`config.mk`:
```
export PLATFORM = sky130hd
export DESIGN_NAME = bus_read_sequencer
export DESIGN_NICKNAME = d
export VERILOG_FILES = /design/src/rtl/bus_read_sequencer.sv
export SDC_FILE = /design/constraint.sdc
export NUM_CORES = 1
export LEC_CHECK = 0
export BUFFER_PORTS_ARGS = -buffer_cell sky130_fd_sc_hd__buf_4
export CORE_MARGIN = 5
export CORE_UTILIZATION = 51
export DETAILED_ROUTE_END_ITERATION = 16
export GPL_ROUTABILITY_DRIVEN = 0
export PLACE_DENSITY = 0.84
export SLEW_MARGIN = 20
export SYNTH_ARGS = -nofsm -noshare
export SYNTH_HDL_FRONTEND = slang
export SYNTH_SLANG_ARGS = --single-unit
```
`constraint.sdc`:
```
create_clock -name Clock -period 2.78 [get_ports Clock]
set_input_delay 0.139 -clock Clock [delete_from_list [all_inputs] [get_ports Clock]]
set_output_delay 0.139 -clock Clock [all_outputs]
set_load 0.03 [all_outputs]
```
`src/rtl/bus_read_sequencer.sv`:
```
// Read controller for the shared tri-state bus: one select low for SettleCycles ticks, capture, then TurnaroundCycles ticks all-high.
// Latency SettleCycles+TurnaroundCycles Tick-edges per read; req is ignored (not queued) whenever req_ready is low.
module bus_read_sequencer #(
    parameter int NrOfBits         = 32,
    parameter int NrOfSources      = 4,
    parameter int SelWidth         = 4,
    parameter int SettleCycles     = 1,
    parameter int TurnaroundCycles = 1
) (
    input  logic                   Clock,
    input  logic                   Reset,
    input  logic                   Tick,
    input  logic                   req,
    input  logic [SelWidth-1:0]    req_sel,
    output logic                   req_ready,
    input  logic [NrOfBits-1:0]    bus_in,
    output logic [NrOfSources-1:0] cs_n,
    output logic [NrOfBits-1:0]    rd_data,
    output logic                   rd_valid,
    output logic                   rd_err,
    output logic                   busy
);

    typedef enum logic [1:0] {
        IDLE    = 2'd0,
        SELECT  = 2'd1,
        RELEASE = 2'd2
    } state_t;

    localparam logic [3:0] SETTLE_INIT = 4'(SettleCycles - 1);
    localparam logic [3:0] TURN_INIT   = 4'(TurnaroundCycles - 1);

    state_t                 state_q, state_d;
    logic [3:0]             cnt_q, cnt_d;
    logic [NrOfSources-1:0] cs_n_d;
    logic [NrOfBits-1:0]    rd_data_d;
    logic                   rd_valid_d;
    logic                   rd_err_d;
    logic [NrOfSources-1:0] sel_onehot;
    logic                   sel_ok;

    // Decoding against the real source list doubles as the range check.
    always_comb begin
        sel_onehot = '0;
        sel_ok     = 1'b0;
        for (int i = 0; i < NrOfSources; i++) begin
            if (req_sel == SelWidth'(i)) begin
                sel_onehot[i] = 1'b1;
                sel_ok        = 1'b1;
            end
        end
    end

    always_comb begin
        state_d    = state_q;
        cnt_d      = cnt_q;
        cs_n_d     = cs_n;
        rd_data_d  = rd_data;
        rd_valid_d = 1'b0;
        rd_err_d   = 1'b0;
        if (Tick) begin
            case (state_q)
                IDLE: begin
                    if (req) begin
                        if (sel_ok) begin
                            cs_n_d  = ~sel_onehot;
                            cnt_d   = SETTLE_INIT;
                            state_d = SELECT;
                        end else begin
                            rd_err_d = 1'b1;
                        end
                    end
                end
                SELECT: begin
                    if (cnt_q != 4'd0) begin
                        cnt_d = cnt_q - 4'd1;
                    end else begin
                        rd_data_d  = bus_in;
                        rd_valid_d = 1'b1;
                        cs_n_d     = '1;
                        if (TurnaroundCycles > 0) begin
                            cnt_d   = TURN_INIT;
                            state_d = RELEASE;
                        end else begin
                            cnt_d   = 4'd0;
                            state_d = IDLE;
                        end
                    end
                end
                RELEASE: begin
                    if (cnt_q != 4'd0) begin
                        cnt_d = cnt_q - 4'd1;
                    end else begin
                        state_d = IDLE;
                    end
                end
                default: begin
                    cs_n_d  = '1;
                    cnt_d   = 4'd0;
                    state_d = IDLE;
                end
            endcase
        end
    end

    // Async reset on the select flops releases the bus the moment Reset rises.
    always_ff @(posedge Clock or posedge Reset) begin
        if (Reset) begin
            state_q  <= IDLE;
            cnt_q    <= 4'd0;
            cs_n     <= '1;
            rd_data  <= '0;
            rd_valid <= 1'b0;
            rd_err   <= 1'b0;
        end else begin
            state_q  <= state_d;
            cnt_q    <= cnt_d;
            cs_n     <= cs_n_d;
            rd_data  <= rd_data_d;
            rd_valid <= rd_valid_d;
            rd_err   <= rd_err_d;
        end
    end

    assign req_ready = (state_q == IDLE);
    assign busy      = ~req_ready;

endmodule
```
==> results of run 1 <==
==> synth_stat cells <==
| library cell | number | area (sq um) |
|---|---|---|
| a21oi_1 | 1 | 5.00 |
| a221oi_4 | 1 | 26.3 |
| a22oi_1 | 3 | 22.5 |
| and3_1 | 1 | 6.26 |
| buf_2 | 1 | 5.00 |
| buf_4 | 3 | 22.5 |
| dfrtp_1 | 40 | 1000 |
| dfstp_2 | 4 | 105 |
| ha_1 | 5 | 62.6 |
| inv_1 | 9 | 33.8 |
| mux2_2 | 33 | 372 |
| mux2_4 | 4 | 60.1 |
| mux2i_1 | 1 | 10.0 |
| nand2_1 | 2 | 7.51 |
| nand2b_1 | 1 | 6.26 |
| nand2b_2 | 1 | 8.76 |
| nand3_1 | 2 | 10.0 |
| nand4_1 | 1 | 6.26 |
| nand4b_1 | 2 | 17.5 |
| nand4bb_2 | 1 | 16.3 |
| nor2_1 | 3 | 11.3 |
| nor3b_1 | 1 | 7.51 |
| nor3b_2 | 1 | 12.5 |
| o2111ai_1 | 1 | 8.76 |
| o211ai_1 | 1 | 7.51 |
| o21a_1 | 1 | 7.51 |
| o221ai_1 | 2 | 17.5 |
| o22ai_1 | 2 | 12.5 |
| or3_1 | 1 | 6.26 |
| or3b_4 | 1 | 11.3 |
| or4b_1 | 1 | 10.0 |
==> routing by layer <==
| metal | wire [microns] | vias up | GRT usage |
|---|---|---|---|
| li1 | - | 640 | - |
| met1 | 1470 | 669 | 0.177 |
| met2 | 2110 | 63 | 0.296 |
| met3 | 459 | 6 | 0.0743 |
| met4 | 38 | 0 | 0.0376 |
| met5 | 0 | - | 0 |
==> critical path, delay by kind of cell (launching register included) <==
family / cells / cell delay (ps)
buffers and inverters: 2 / 340
adders and majority gates: 1 / 200
muxes: 1 / 370
and+or+nand+nor: 2 / 540
DFF: 1 / 390
==> through the flow <==
step | power [W] | hold WS, ps | utilization
global route | 0.00365 | 59.9 | 0.726
floorplan | 0.00244 | 275 | -
detailed placement | 0.00310 | 229 | 0.701
finish | 0.00345 | 74.4 | 0.726
CTS | 0.00348 | 68.6 | 0.726
global placement | 0.00302 | 217 | 0.701
==> path summary, 6_finish.rpt <==
| kind | start | to | depth (start not counted) |
|---|---|---|---|
| worst max register to register | cnt_q[0]$_DFFE_PP0P_ | rd_data[13]$_DFFE_PP0P_ | 6 |
| worst min register to register | rd_data[29]$_DFFE_PP0P_ | rd_data[29]$_DFFE_PP0P_ | 1 |
| min in group asynchronous | Reset | rd_data[8]$_DFFE_PP0P_ | 3 |
| worst min-delay path | bus_in[29] | rd_data[29]$_DFFE_PP0P_ | 2 |
| worst max-delay path | cnt_q[0]$_DFFE_PP0P_ | rd_data[13]$_DFFE_PP0P_ | 6 |
| max in group asynchronous | Reset | cs_n[3]$_DFFE_PP1P_ | 4 |
==> sequential cells by signal (all words and copies together), names as in the netlist <==
name,cells
rd_valid,1
cs_n,4
state_q,2
rd_data,32
cnt_q,4
rd_err,1
==> layout by cell type (no fill, tap or decap), types with 2 or more instances in the layout <==
cell      netlist  layout
nand3_1         2       2
ha_1            5       5
mux2_2         33      33
nor2_1          3       3
inv_1           9       9
mux2_4          4       4
a22oi_1         3       3
o221ai_1        2       2
dfrtp_1        40      40
buf_4           3      82
o22ai_1         2       2
dfstp_2         4       4
nand4b_1        2       2
nand2_1         2       2
clkbuf_8        0       5
==> timing repair <==
action / CTS / global route
hold endpoints to repair: 15 / 0
hold buffers: 1 / 0
buffers inserted: 0 / 0
setup endpoints to repair: 0 / 0
==> logic make-up (layout without fill, tap and decap cells) <==
| family | after synthesis | in the layout |
|---|---|---|
| compound gates | 12 | 12 |
| fa+ha+maj | 5 | 5 |
| buf+inv | 13 | 99 |
| flops | 44 | 44 |
| mux | 38 | 38 |
| simple gates | 19 | 19 |
==> power by group <==
group          leakage [nW]  internal [W]  switching [W]
registers             0.530      0.000945       0.000164
clock network        0.0400      0.000170       0.000202
logic                 0.715      0.000875        0.00109
==> final cells by class <==
class	count	area (sq um)	share of cell area
tap	48	60.1	0.0226
clock inverter	2	12.5	0.00471
clock buffer	5	68.8	0.0259
multi-input combinational	74	749	0.282
timing repair buffer	83	626	0.236
sequential	44	1110	0.416
inverter	9	33.8	0.0127
==> results.md, run 1 <==
- Status: completed
- Post-CTS resize count: 0
- Clk_skew: 4.62 ps
- DP HPWL: 3.27 mm
- WL final: 4.08 mm
- Standby leakage power: between 1 and 1.5 nW
- PD cells: 1300 mW/mm^2
- Worst slew pin tran: ~550 ps
- Die X: 71.3 microns
- Mapped Area: roughly 0.0019 sq mm
- Number of I/O pins: 80
- MaxCap Viol Count: 0
- Relative slew slack: 0.632
- Drt first pass iters: 4
- WS Path Type: register to register
- Syn Inst Count: 131
- Number of fill cells: 251
- Mapped Nets: around 180
- Final-report max-slew violation count: 0
- Vias in the first global route: 1473
- Area grow syn2layout: 38.6%
- Placed cell count: around 260
- CP Launch Type: register
- Crit-path cells: inv_1 > ha_1 > nor3b_2 > and3_1 > buf_4 > mux2_2
- # diodes: 0
- Sink Count: 44
- Share of post-route cells with drive strength above 1: 0.622
- Fin cells: approximately 270
- Initial core utilization: 0.524
- Multiplexer area fraction after synthesis: 0.230
- Design Area, Final: about 0.0027 sq mm
- Main combinational cell family by area after synthesis: multiplexers
- Unique masters post-synth: 31
- Initial DRC count: 28
- Worst skew pair latency: 290 ps
- Residual DRC: 0
- Largest net degree at the start of global routing: 30
- Simple-Gate Fraction of Synth Area: 0.0718
- Nets: approximately 260
- CP Capture Type: register
- Core area: between 0.003 and 0.004 sq mm
- CTS Root Cell: clkbuf_8
- Critical Path Max Stage Delay: 390 ps
- Via count: ~1400
- CTS tree: done
- FF+latch count, synth: 44
- Die Y: 71.3 microns
- Worst-case clock buffer depth: 2
- Initial antenna violation count: 0
- R2R Setup Slk: approximately 830 ps
- Achievable Freq: just over 500 MHz
- Syn Area/Cell: ~15 sq um
- Tcrit/Tclk final: 0.700
- Adder-cell share of the synthesized area: 0.0326
- IO buf count: 79
- Ys Warns: 0
- Clock Pin Slew Worst Setup and Hold Paths: approximately 80 ps
- Overall routing resource usage: 0.165
- DP Worst Slack: 868 ps
- Die footprint: 0.00508 sq mm
- Tightest Hold Check Type: primary input to register
- TNS Setup: 0 ps
- H-tree Lvls: 2
- Post-place instance area: around 0.0026 sq mm
- Worst EP required: 2950 ps
- Post-route ant nets: 0
- Crit Path Max Fanout: 17
- # rows: 22
- TritonCTS buffer count: 5
- CP max stage cell: dfrtp_1
- # setup viols final: 0
- Final hold vios: 0
- GR Overflow Total: 0
- Routed len/inst: around 15 microns
- Arr. time, crit path: approximately 2100 ps
- First-pass GRT wire length: 6.64 mm
- Final min period: 1950 ps
- Sequential fraction of the synthesis area: 0.577
- XOR/XNOR Fraction of Synth Area: 0
- Compound-Gate Fraction of Synth Area: 0.0561
- Final worst slack: 833 ps
- RSZ-0062 raised after global routing: no
- Max rail drop VDD: between 0.0007 and 0.0008 V
- DR vias/cell: 5.20
Note: power is estimated with default switching activity, not from simulation.
==> run 2: changes to the inputs <==
CORE_UTILIZATION = 47   (was 51)
PLACE_DENSITY = 0.79   (was 0.84)
clock period = 1.85 ns   (was 2.78 ns; I/O delays follow)
==> run 2 against run 1 <==
Net effect: core utilization fell by 3.7 points; combinational power rose by 61%; cell area rose by 3.0%; largest power group unchanged; highest routed layer unchanged.
==> results.md, run 2 (synthesis gave the netlist of run 1 again) <==
- DR vias/cell: between 5 and 6
- Overall routing resource usage: 0.162
- Post-layout util: 0.689
- Arr. time, crit path: 2040 ps
- Tcrit/Tclk final: 0.986
- DP Worst Slack: -45.7 ps
- Achievable Freq: about 550 MHz
- H-tree Lvls: 2
- Net Switching: 0.00224 W
- Residual DRC: 0
- Via count: 1397
- Initial core utilization: 0.483
- PD cells: 1980 mW/mm^2
- Worst-case clock buffer depth: 2
- Vias in the first global route: 1503
- WL final: 4.25 mm
- Status: completed
- Die Y: 73.9 microns
- Routed len/inst: 15.7 microns
- DP HPWL: 3.40 mm
- Worst EP required: approximately 2100 ps
- Sink Count: 44
- Commonest non-fill, non-tap cell in the layout: buf_4
- Max reg flops: 32
- Die X: 73.9 microns
- Nets: 265
- Initial antenna violation count: 0
- Clock share of power: 0.110
- Clock Pin Slew Worst Setup and Hold Paths: 70 ps
- TNS Setup: 0 ps
- CTS Root Cell: clkbuf_8
- CTS tree: done
- Clk_skew: 2.38 ps
- MaxCap Viol Count: 0
- Crit Path Max Fanout: 4
- CP Launch Type: register
- # rows: 23
- WS Path Type: register to register
- Core area: between 0.003 and 0.004 sq mm
- Final hold vios: 0
- Relative slew slack: 0.559
- Worst slew pin tran: between 600 and 700 ps
- Max rail drop VDD: 0.000776 V
- Initial DRC count: 64
- Area grow syn2layout: 42.7%
- Sequential share of power: 0.306
- Pint: 0.00317 W
- Largest net degree at the start of global routing: 34
- TritonCTS buffer count: 5
- Top flop regs: rd_data: 32 flops, cnt_q: 4 flops, cs_n: 4 flops
- Post-route ant nets: 0
- Final-report max-slew violation count: 0
- Standby leakage power: 1.30 nW
- IO buf count: slightly below 80
- Final min period: 1820 ps
- Share of post-route cells with drive strength above 1: 0.652
- Sw frac: 0.414
- GR Overflow Total: 0
- CP Capture Type: register
- # diodes: 0
- RSZ-0062 raised after global routing: yes
- First-pass GRT wire length: approximately 6.8 mm
- Die footprint: 0.00546 sq mm
- Comb power frac: 0.584
- Drt first pass iters: 4
- Number of I/O pins: 80
- Tightest Hold Check Type: primary input to register
- Worst skew pair latency: 280 ps
- Commonest cells after routing, fill and taps aside: buf_4, dfrtp_1, mux2_2, clkbuf_8
- Register name with the most flops: rd_data
- Final worst slack: 26.7 ps
- # setup viols final: 0
[run 2: cell count changes in the layout (fill, tap and decap cells not counted), sizes merged]
cell	delta
clkinvlp	+1
inv	-2
clkbuf	+2
buf	+3
[run 2: final timing paths]
kind | slack (ps) | cells past startpoint | end | start
hold reg to reg | 510 | 1 | rd_data[5]$_DFFE_PP0P_ | rd_data[5]$_DFFE_PP0P_
setup reg to reg | 30 | 5 | cs_n[1]$_DFFE_PP1P_ | cnt_q[0]$_DFFE_PP0P_
max in group asynchronous | 890 | 4 | rd_data[14]$_DFFE_PP0P_ | Reset
min in group asynchronous | 380 | 3 | rd_data[25]$_DFFE_PP0P_ | Reset
hold / removal | 40 | 2 | rd_data[16]$_DFFE_PP0P_ | bus_in[16]
setup / recovery | 30 | 5 | cs_n[1]$_DFFE_PP1P_ | cnt_q[0]$_DFFE_PP0P_
[run 2: through the flow]
step,area [sq um],cells,power [W],hold WS [ps]
finish,2740,271,0.00542,41.1
global route,2740,271,0.00574,20.6
CTS,2730,270,0.00544,27.4
detailed placement,2610,261,0.00480,143
global placement,2610,261,0.00468,128
floorplan,1930,131,0.00372,227
[run 2: cell type report]
type                    instances  area, sq um
repair buffers                 86          661
well taps                      50         62.6
clock inverters                 1         7.51
flip-flops and latches         44         1110
fillers                       289         1240
multi-input cells              74          774
inverters                       9         37.5
clock buffers                   7         86.3
[run 2: per-layer routing]
metal	global-route usage	vias to the layer above	wire (microns)
met3	0.0547	8	440
met4	0.0624	0	77
li1	-	653	-
met2	0.261	62	2020
met1	0.201	674	1710
met5	0	-	0
[run 2: power groups by stage]
stage | clock network (W) | registers, W | logic [W]
detailed placement | 0 | 0.00167 | 0.00312
global placement | 0 | 0.00165 | 0.00303
floorplan | 0 | 0.00242 | 0.00131
CTS | 0.000619 | 0.00166 | 0.00316
global route | 0.000658 | 0.00171 | 0.00337
finish | 0.000595 | 0.00166 | 0.00316
[run 2: what timing repair did]
item	in CTS	in global routing
resized for setup	4	0
endpoints found under the hold margin	13	0
pin swaps	2	1
setup endpoints to repair	7	4
hold buffers	1	0
cloned	0	0
setup buffers	0	1
[run 2: worst max-delay path, stage by stage (launching register included)]
cell and delay, ps:
dfrtp_1 400, inv_2 100, ha_4 150, or3b_4 400, a221oi_4 370, mux2_4 330
==> run 3: changes to the inputs <==
CORE_ASPECT_RATIO = 0.8   (was default)
GPL_TIMING_DRIVEN = 1   (was default)
==> run 3 against run 2 <==
Net effect: combinational power is 3% higher; via count increased by 2.1%; critical path type unchanged; largest power group unchanged; worst hold slack lost 5.0 ps; sequential cell count stayed put; count of clock-buffer cells in the layout grew 1; highest routed layer unchanged; cell count rose by 2.6%; cell area rose by 1.6%; core utilization increased by 2.8 points; fmax rose by 1.9%; first-iteration DRC count down 31%.
==> results.md, run 3 (synthesis gave the netlist of run 1 again) <==
- # diodes: 0
- Number of fill cells: 268
- Commonest cells after routing, fill and taps aside: buf_4, dfrtp_1, mux2_2, clkbuf_8, inv_1
- RR Startpoint: cnt_q[0]$_DFFE_PP0P_
- CP Capture Type: register
- Die footprint: about 0.0055 sq mm
- Placed cell count: between 200 and 300
- Critical Path Max Stage Delay: roughly 400 ps
- MaxCap Viol Count: 0
- Crit Path Max Fanout: 4
- Hold path endpoint: rd_data[10]$_DFFE_PP0P_
- Overall routing resource usage: 0.171
- Clock Pin Slew Worst Setup and Hold Paths: 80 ps
- Residual DRC: 0
- R2R Setup Slk: 60 ps
- Tightest Hold Check Type: primary input to register
- Worst EP required: just over 2000 ps
- Crit path max-delay family: simple AND/OR/NAND/NOR gates
- Core area: around 0.0039 sq mm
- IO buf count: between 70 and 80
- Final-report max-slew violation count: 0
- Grt peak-use layer: met2
- Final hold vios: 0
- Max reg flops: 32
- Met2 Use GR: 0.292
- Post-route ant nets: 0
- CP Launch Type: register
- Largest net degree at the start of global routing: 28
- Register name with the most flops: rd_data
- Standby leakage power: between 1 and 1.5 nW
- Max rail drop VDD: 0.00126 V
- Share of post-route cells with drive strength above 1: 0.650
- CTS Root Cell: clkbuf_8
- Min-Delay Path Depth: 2
- Initial DRC count: 44
- Worst skew pair latency: between 200 and 300 ps
- CTS tree: done
- Top flop regs: rd_data: 32 flops, cnt_q: 4 flops, cs_n: 4 flops
- First-pass GRT wire length: 7.12 mm
- # setup viols final: 0
- Die Y: 67.1 microns
- Fin cells: 278
- DR vias/cell: 5.13
- WL final: 4.47 mm
- Crit-path cells: inv_1 > ha_4 > or3b_4 > a221oi_4 > buf_6 > mux2_4
- Post-place instance area: 0.00262 sq mm
- Footprint of the multi-input gates: between 700 and 800 sq um
- R2R depth: 6
- Relative slew slack: 0.750
- H-tree Lvls: 2
- GR Overflow Total: 0
- Die X: 81.4 microns
- Buf/Inv on CP: 2
- # rows: 20
- Worst slew pin tran: 374 ps
- WS Path Type: register to register
- Post-layout util: 0.716
- Clk_skew: roughly 4.7 ps
- Sink Count: 44
- Final min period: between 1500 and 2000 ps
- Reg2Reg Capture Point: cs_n[1]$_DFFE_PP1P_
- Design Area, Final: 0.00278 sq mm
- Commonest non-fill, non-tap cell in the layout: buf_4
- Met1 Use GR: 0.202
- Drt first pass iters: 4
- Number of I/O pins: 80
- Initial antenna violation count: 0
- Via count: 1426
- TritonCTS buffer count: 5
- Sequential cell area: around 0.0011 sq mm
- Nets: between 200 and 300
- RSZ-0062 raised after global routing: no
- PD cells: ~2000 mW/mm^2
- Hold Startpoint: bus_in[10]
- Hold WS: 36.1 ps
- DP HPWL: 3.46 mm
- Status: completed
- Initial core utilization: 0.494
- Arr. time, crit path: 2000 ps
- Routed len/inst: 16.1 microns
- Worst-case clock buffer depth: 2
- Achievable Freq: roughly 560 MHz
- CP max stage cell: or3b_4
- Area grow syn2layout: 45.0%
- Tcrit/Tclk final: 0.967
- Met3 usage: 0.0649
- Vias in the first global route: 1520
==> run 3: area by class of cell <==
type / count / area share
Clock buffer: 8 / 0.0324
Inverter: 9 / 0.0135
Multi-Input combinational cell: 74 / 0.281
Sequential cell: 44 / 0.398
Tap cell: 55 / 0.0248
Timing Repair Buffer: 88 / 0.251
==> run 3: how the worst max path moves through the flow <==
stage	endpoint	depth (start not counted)	start	slack, ps
global placement	cs_n[0]$_DFFE_PP1P_	5	cnt_q[0]$_DFFE_PP0P_	30
floorplan	cs_n[0]$_DFFE_PP1P_	5	state_q[0]$_DFFE_PP0P_	10
detailed placement	cs_n[1]$_DFFE_PP1P_	5	cnt_q[0]$_DFFE_PP0P_	-20
global route	cs_n[1]$_DFFE_PP1P_	6	cnt_q[0]$_DFFE_PP0P_	4
finish	cs_n[1]$_DFFE_PP1P_	6	cnt_q[0]$_DFFE_PP0P_	60
CTS	cs_n[1]$_DFFE_PP1P_	5	cnt_q[0]$_DFFE_PP0P_	0.6
==> run 3: timing repair <==
item,CTS,global route
gates resized for setup,3,3
pin swaps,2,1
hold buffers,1,0
endpoints found under the hold margin,9,0
gates cloned,0,1
buffers inserted,1,1
setup endpoints to repair,30,30
==> run 3: metrics by stage <==
step                      total power [W]  setup slack (ps)  setup TNS, ps
after floorplan                   0.00372              10.5              0
after global placement            0.00468              34.5              0
after detailed placement          0.00481             -24.4          -80.0
after CTS                         0.00550             0.562              0
after global routing              0.00586              3.78              0
final                             0.00554              60.8              0
==> run 3: report_power, final <==
part	internal [W]	leakage [nW]	switching, W	total, W
Sequential	0.00142	0.530	0.000250	0.00167
Combinational	0.00153	0.741	0.00174	0.00327
Clock	0.000304	0.0455	0.000287	0.000592
Total	0.00326	1.32	0.00228	0.00554
==> run 3: routing by layer <==
layer,vias up,wire length [microns]
met5,-,0
met4,0,65
met3,6,405
met2,58,2220
met1,706,1780
li1,656,-
